[src/rtl/bcd_conv_pkg.sv]
// Shared types and helpers for the streaming binary-to-BCD converter.
package bcd_conv_pkg;

  typedef enum logic [1:0] {
    S_IDLE = 2'd0,
    S_CONV = 2'd1,
    S_DONE = 2'd2
  } state_t;

  // ceil(width * log10(2)); the product is never an integer for width > 0
  function automatic int min_digits(input int width);
    return (width * 30103 + 99999) / 100000;
  endfunction

endpackage

[src/rtl/bcd_add3_digit.sv]
// Double-dabble correction cell: a digit of 5 or more gets 3 added (4-bit wrap).
module bcd_add3_digit (
  input  logic [3:0] i_digit,
  output logic [3:0] o_digit
);

  assign o_digit = (i_digit >= 4'd5) ? i_digit + 4'd3 : i_digit;

endmodule

[src/rtl/bcd_stream_converter.sv]
// Parametrised double-dabble binary-to-BCD converter with valid/ready on both sides.
// Optional macro BCD_SIGNED_EN: two's complement input, magnitude converted, sign on o_neg.
module bcd_stream_converter
  import bcd_conv_pkg::*;
#(
  parameter int IN_WIDTH = 32,
  parameter int DIGITS   = 10
) (
  input  logic                         clk,
  input  logic                         reset,
  input  logic                         i_in_valid,
  output logic                         o_in_ready,
  input  logic [IN_WIDTH-1:0]          i_in_data,
  output logic                         o_out_valid,
  input  logic                         i_out_ready,
  output logic [4*DIGITS-1:0]          o_bcd,
  output logic [$clog2(DIGITS+1)-1:0]  o_ndigits,
`ifdef BCD_SIGNED_EN
  output logic                         o_neg,
`endif
  output logic                         o_overflow
);

  localparam int BW  = 4 * DIGITS;
  localparam int NDW = $clog2(DIGITS + 1);
  localparam int CW  = $clog2(IN_WIDTH);

  if (DIGITS < min_digits(IN_WIDTH)) begin : g_digitsWarn
    $warning("bcd_stream_converter: DIGITS=%0d is below %0d for IN_WIDTH=%0d, overflow is reachable",
             DIGITS, min_digits(IN_WIDTH), IN_WIDTH);
  end

  state_t              r_state;
  logic [IN_WIDTH-1:0] r_bin;
  logic [BW-1:0]       r_digits;
  logic                r_ovf;
  logic [CW-1:0]       r_cnt;

  logic [BW-1:0]       w_adj;
  logic [BW-1:0]       w_digitsNext;
  logic [IN_WIDTH-1:0] w_binNext;
  logic [IN_WIDTH-1:0] w_load;
  logic                w_ovfNext;
  logic [NDW-1:0]      w_ndNext;

  for (genvar g = 0; g < DIGITS; g++) begin : g_add3
    bcd_add3_digit u_add3 (
      .i_digit (r_digits[4*g +: 4]),
      .o_digit (w_adj[4*g +: 4])
    );
  end

  // One combined correct-and-shift step of {digits, bin} per clock
  assign w_digitsNext = {w_adj[BW-2:0], r_bin[IN_WIDTH-1]};
  assign w_binNext    = {r_bin[IN_WIDTH-2:0], 1'b0};
  assign w_ovfNext    = r_ovf | w_adj[BW-1];

`ifdef BCD_SIGNED_EN
  assign w_load = i_in_data[IN_WIDTH-1] ? -i_in_data : i_in_data;
`else
  assign w_load = i_in_data;
`endif

  always_comb begin
    w_ndNext = NDW'(1);
    for (int i = 0; i < DIGITS; i++) begin
      if (w_digitsNext[4*i +: 4] != 4'd0) w_ndNext = NDW'(i + 1);
    end
  end

  assign o_in_ready  = (r_state == S_IDLE);
  assign o_out_valid = (r_state == S_DONE);

  always_ff @(posedge clk) begin
    if (reset) begin
      r_state    <= S_IDLE;
      r_bin      <= '0;
      r_digits   <= '0;
      r_ovf      <= 1'b0;
      r_cnt      <= '0;
      o_bcd      <= '0;
      o_ndigits  <= NDW'(1);
      o_overflow <= 1'b0;
`ifdef BCD_SIGNED_EN
      o_neg      <= 1'b0;
`endif
    end else begin
      case (r_state)
        S_IDLE: begin
          if (i_in_valid) begin
            r_bin    <= w_load;
            r_digits <= '0;
            r_ovf    <= 1'b0;
            r_cnt    <= CW'(IN_WIDTH - 1);
`ifdef BCD_SIGNED_EN
            o_neg    <= i_in_data[IN_WIDTH-1];
`endif
            r_state  <= S_CONV;
          end
        end
        S_CONV: begin
          r_bin    <= w_binNext;
          r_digits <= w_digitsNext;
          r_ovf    <= w_ovfNext;
          if (r_cnt == '0) begin
            o_bcd      <= w_digitsNext;
            o_ndigits  <= w_ndNext;
            o_overflow <= w_ovfNext;
            r_state    <= S_DONE;
          end else begin
            r_cnt <= r_cnt - 1'b1;
          end
        end
        S_DONE: begin
          if (i_out_ready) r_state <= S_IDLE;
        end
        default: r_state <= S_IDLE;
      endcase
    end
  end

endmodule

[config.mk]
export PLATFORM = sky130hd
export DESIGN_NAME = bcd_stream_converter
export DESIGN_NICKNAME = d
export VERILOG_FILES = /design/src/rtl/bcd_conv_pkg.sv /design/src/rtl/bcd_add3_digit.sv /design/src/rtl/bcd_stream_converter.sv
export SDC_FILE = /design/constraint.sdc
export NUM_CORES = 1
export LEC_CHECK = 0
export BUFFER_PORTS_ARGS = -buffer_cell sky130_fd_sc_hd__buf_2
export CAP_MARGIN = 30
export CORE_ASPECT_RATIO = 0.9
export CORE_MARGIN = 1
export CORE_UTILIZATION = 45
export CTS_BUF_LIST = sky130_fd_sc_hd__clkbuf_16
export DETAILED_ROUTE_END_ITERATION = 6
export HOLD_SLACK_MARGIN = 0.12
export PLACE_DENSITY = 0.62
export SYNTH_ARGS = -nofsm -noshare
export SYNTH_HDL_FRONTEND = slang
export SYNTH_SLANG_ARGS = --single-unit
[constraint.sdc]
create_clock -name clk -period 2.35 [get_ports clk]
set_input_delay 0.5875 -clock clk [delete_from_list [all_inputs] [get_ports clk]]
set_output_delay 0.5875 -clock clk [all_outputs]
set_load 0.005 [all_outputs]
Yosys cells after proc, flatten, opt, wreduce, memory -nomap -nowiden
Cells that the tools add are included.

Add/sub/neg operators: 11. $lt $le $gt $ge: 10. Equality and inequality tests: 6. Mux-type cells: 32. Bitwise operators: 1. Reduce and logical (&&, ||, !) cells: 16.

Operator list (number): $pmux W40 S2 (1); $mux W4 (18); $pmux W32 S2 (1); $add A4 B2 Y4 const B (10); $ge A4 B3 Y1 const B (10); $mux W40 (1); $reduce_bool A4 Y1 (9); $mux W32 (1); $mux W5 (2); $pmux W5 S2 (1); $mux W2 (4); $ne A2 B2 Y1 const B (3); $pmux W2 S3 (1); $reduce_and A3 Y1 (2); $logic_not A5 Y1 (1); $sub A5 B1 Y5 const B (1); $reduce_and A2 Y1 (2); $eq A2 B1 Y1 const B (1); $eq A2 B2 Y1 const B (1); $logic_not A2 Y1 (1); $ne A2 B1 Y1 const B (1); $pmux W1 S2 (1); $reduce_bool A2 Y1 (1); $mux W1 (1); $or A1 B1 Y1 (1).

Register bits: 125.

Longest topological paths before layout
Depth after elaboration: 12. Gate-level depth with buffers: 10. Gate-level depth less buffers: 9.

Cells and area by module
A second synthesis with hierarchy kept.

Cell total of the unflattened synthesis: 730. Area, all modules: 5760.5 um2.

Modules (own cells, without submodules): bcd_stream_converter (instances 1, cells each 570, area each 4747.1 um2, sequential area each 2502.4 um2); bcd_add3_digit (instances 10, cells each 16, area each 101.3 um2, sequential area each 0.0 um2).

Worst setup path after synthesis
Ideal clock, no wire load.

Kind: register -> register. Start point: register r_digits[33]. End point: register o_ndigits[1]. Library setup time: 0.129 ns. Arrival time: 1.824 ns. Required time: 2.221 ns. Slack: 0.397 ns. Stages on the path, launching flop included: 9. Path buffers: 0. Clock period less this slack: 1.953 ns. Path through: dfxtp_1 inv_1 ha_1 nand2b_1 a21oi_1 mux2_2 and4_1 o41ai_1 a21oi_1.

Word-level cells in the longest chain between the ends: 5. Elaborated cells between the ends (all ways): 7. Classes of those cells: add/sub (1); order compare (1); mux (3); reduce/logical (2).

RTL lines: start, declared (RTL line bcd_stream_converter.sv:35) `logic [BW-1:0] r_digits;`; start signal, assigned (RTL line bcd_stream_converter.sv:103) `r_digits <= w_digitsNext;`; $add A4 B2 Y4 / $ge A4 B3 Y1 (equally long branches) (RTL line bcd_add3_digit.sv:7) `assign o_digit = (i_digit >= 4'd5) ? i_digit + 4'd3 : i_digit;`; $mux W4 (*) (RTL line bcd_add3_digit.sv:7); $reduce_bool A4 Y1 (RTL line bcd_stream_converter.sv:67) `if (w_digitsNext[4*i +: 4] != 4'd0) w_ndNext = NDW'(i + 1);`; $mux W4 (RTL line bcd_stream_converter.sv:67); $mux W4 (*) (RTL line bcd_stream_converter.sv:67); end signal, assigned (RTL line bcd_stream_converter.sv:107) `o_ndigits <= w_ndNext;`; end, declared (RTL line bcd_stream_converter.sv:17) `output logic [$clog2(DIGITS+1)-1:0] o_ndigits,`.

Mark *: on every way between the ends. The rest lies on a longest branch, timed or not. A chain may end at the register's enable or synchronous reset.

Worst setup path in the final report
Same ends and word-level chain as after synthesis.

==> results by group <==
Run status
  – Outcome: finished, final reports clean

Clock network
  – Total CTS buffers: 17
  – Setup Fix Bufs, Post-CTS: 0
  – Clk pin slew, worst setup/hold paths: ~0.050 ns
  – Number of hold buffers added after CTS: 0
  – # H-tree levels: 4
  – Skew-Pair Late Insertion Delay: just over 0.4 ns
  – Number of clock sinks: ~130
  – TritonCTS clock tree: built
  – CTS Root Cell: clkbuf_16
  – PostCTS Resize Cnt: 0
  – CTS max path bufs: 2

Final layout
  – Final net count: between 800 and 900
  – Commonest non-fill, non-tap cell in the layout: nand2_1
  – Fraction of layout cells with a size suffix above 1: about 18%
  – Antenna Cells: 0
  – Most frequent cells in the layout: nand2_1 (147), dfxtp_1 (125), nor2_1 (111)
  – Area grow syn2layout: 21.4%

Critical path
  – FF-to-FF Start: r_digits[33]$_SDFFE_PP0P_
  – Critical path cell sequence: inv_1 > ha_1 > nand2b_1 > a21oi_1 > mux2_2 > and4_1 > o41ai_1 > a21oi_1
  – Register-to-register setup slack: ~0.19 ns
  – Worst Path Max Fanout: 4
  – R2r endpoint: o_ndigits[1]$_SDFFE_PP0P_
  – Largest stage delay, worst path: ~0.39 ns
  – Family with the most delay on the worst path: compound AO/OA/AOI/OAI gates
  – CP required: about 2.6 ns
  – CP Class: reg -> reg
  – Worst path arrival time: approximately 2.5 ns
  – Startpoint class of the critical path: flip-flop
  – Slowest stage cell, crit path: mux2_2
  – CP Buf/Inv Count: 1
  – Crit end category: flip-flop
  – Top cell by count, worst path: a21oi_1
  – FF-to-FF path depth: 8

Synth
  – Sequential share of the synthesized area: 43.2%
  – Syn avg cell area: 7.84 µm²
  – Yosys Warn Count: 0
  – Synth area leader: dfxtp_1
  – Async set-reset flop share out of synthesis: 0%
  – Synth unique cells: 43
  – Post-Syn Instances: between 700 and 800
  – Synth top area share: between 40% and 50%
  – Post-Syn Nets: 796
  – EDFF count, synth: 0
  – Top_reg_cell synth: dfxtp_1
  – Top cells by area, synth: dfxtp_1 (43%), nand2_1 (9.5%), nor2_1 (7.3%), a21oi_1 (5.3%), ha_1 (4.8%)
  – Flops & latches, synth: approximately 130
  – Mapped Area: 5790 µm²

STA
  – Max-slew headroom at the worst pin: ~54%
  – RSZ-0062 raised after global routing: false
  – Setup_tns: 0 ns
  – Final hold viol count: 0
  – Tcrit/Tclk final: approximately 92%
  – Clock period minus worst slack: approximately 2.2 ns
  – Final Max Tran Viols: 0
  – Setup violations, final: 0
  – Max Clock Skew: approximately 0.0057 ns
  – Worst-Margin Slew: ~0.7 ns
  – Max frequency: between 400 and 500 MHz
  – Hold slack final: roughly 0.44 ns

Hold path
  – Hold EP: r_bin[21]$_SDFFE_PP0P_
  – Hold path startpoint: i_in_data[21]
  – HP Class: in -> reg
  – Hold path depth: 3

Global route
  – Largest net degree at the start of global routing: between 60 and 70
  – Antenna violations before repair: 0
  – Vias in the first global route: a little under 5,000
  – First-pass GRT wire length: approximately 23 mm
  – Tot GR Track Use: around 22%
  – GR Overflow Total: 0

Die
  – Die area: about 13,000 µm²
  – Top Ports: 83
  – Core box area: approximately 12,000 µm²
  – Die width: between 100 and 150 µm
  – Site Rows: 38
  – Starting Density: a little under half
  – Die height: 110 µm

Power and ir drop
  – PwrDens: 761 nW/µm²
  – Worst VDD drop: 601 µV
  – Leakage: about 2.9 nW

Placement
  – Port bufs: just over 80
  – Final HPWL DP: around 9.2 mm
  – Routability cong.: between 0.7 and 0.8

Drt
  – Routed len/inst: between 10 and 15 µm
  – DR vias: roughly 5,200
  – Vias per cell: 5.31
  – Drt pass-1 iters: 5
  – Starting DRC count in detailed routing: about 350
  – DRC Markers: 0
  – Final WL: about 14 mm
  – Final ANT Viol Nets: 0

Job
  – Max-Cap Viols: 0
==> layer usage <==
layer,global-route usage (%),wire (µm)
met1,27.3,6790
met2,36.1,6250
met3,5.71,601
met4,6.79,117
met5,0,0
==> worst max path at each step <==
stage | startpoint | to | cells past startpoint
floorplan | r_digits[33]$_SDFFE_PP0P_ | o_ndigits[1]$_SDFFE_PP0P_ | 8
CTS | r_digits[17]$_SDFFE_PP0P_ | o_ndigits[2]$_SDFFE_PP0P_ | 9
global route | r_digits[33]$_SDFFE_PP0P_ | o_ndigits[1]$_SDFFE_PP0P_ | 8
global placement | r_digits[25]$_SDFFE_PP0P_ | o_ndigits[2]$_SDFFE_PP0P_ | 10
finish | r_digits[33]$_SDFFE_PP0P_ | o_ndigits[1]$_SDFFE_PP0P_ | 8
detailed placement | r_digits[25]$_SDFFE_PP0P_ | o_ndigits[2]$_SDFFE_PP0P_ | 10
==> worst register-to-register path, stage by stage (launching register included) <==
cell      delay, ns
dfxtp_1        0.34
inv_1          0.09
ha_1           0.19
nand2b_1       0.15
a21oi_1        0.32
mux2_2         0.39
and4_1         0.23
o41ai_1        0.25
a21oi_1        0.07
==> where the power goes <==
group          leakage (nW)  internal, mW  total [mW]  switching, mW
logic                  1.59         0.200       0.549          0.349
clock network         0.290          1.62        2.50          0.882
registers              1.02          2.23        2.30         0.0669
==> cell type report <==
type / instances / area [µm²]
fill: 1161 / 5290
clock inverter: 15 / 140
timing repair buffer: 103 / 596
inverter: 22 / 82.6
clock buffer: 17 / 425
tap: 160 / 200
multi-input combinational: 544 / 3080
sequential: 125 / 2500
==> sequential cells by signal, summed over array words and instances (netlist names) <==
signal / count
r_bin: 32
o_ndigits: 4
r_state: 2
o_overflow: 1
r_cnt: 5
r_ovf: 1
r_digits: 40
o_bcd: 40
==> metrics by stage <==
step | power (mW) | utilization [%] | std cells | worst slack (ns) | cell area [µm²]
CTS | 5.40 | 56.7 | 986 | 0.0777 | 6990
global placement | 2.88 | 52.2 | 954 | 0.177 | 6420
floorplan | 2.70 | - | 738 | 0.397 | 5790
detailed placement | 2.89 | 52.2 | 954 | 0.0993 | 6420
global route | 5.56 | 57.1 | 986 | 0.0101 | 7030
finish | 5.35 | 57.1 | 986 | 0.190 | 7030
==> cells in the mapped netlist, types with 2 or more instances <==
master,number
a211oi_1,13
a21oi_1,61
a22oi_1,28
a311oi_1,31
and2_1,2
buf_1,8
buf_2,3
clkbuf_1,36
dfxtp_1,125
ha_1,22
inv_1,22
mux2i_1,12
nand2_1,147
nand2b_1,18
nand3_1,8
nor2_1,112
nor2b_1,2
nor3_1,18
nor3b_1,10
nor4_1,4
o21ai_0,21
o21ai_1,2
or2_2,2
xnor2_1,10
xor2_1,3
==> kinds of logic (layout without fill, tap and decap cells) <==
logic type	after synthesis	after routing	share of synthesized area, %
xor gates and xnor gates	13	13	1.97
muxes	13	13	2.27
and+or+nand+nor	334	334	25.0
AOI/OAI and AO/OA	162	162	18.2
buffers and inverters	69	157	4.54
DFF	125	125	43.2
adders and majority gates	22	22	4.76
No activity file was read; power rests on OpenSTA's default activity.
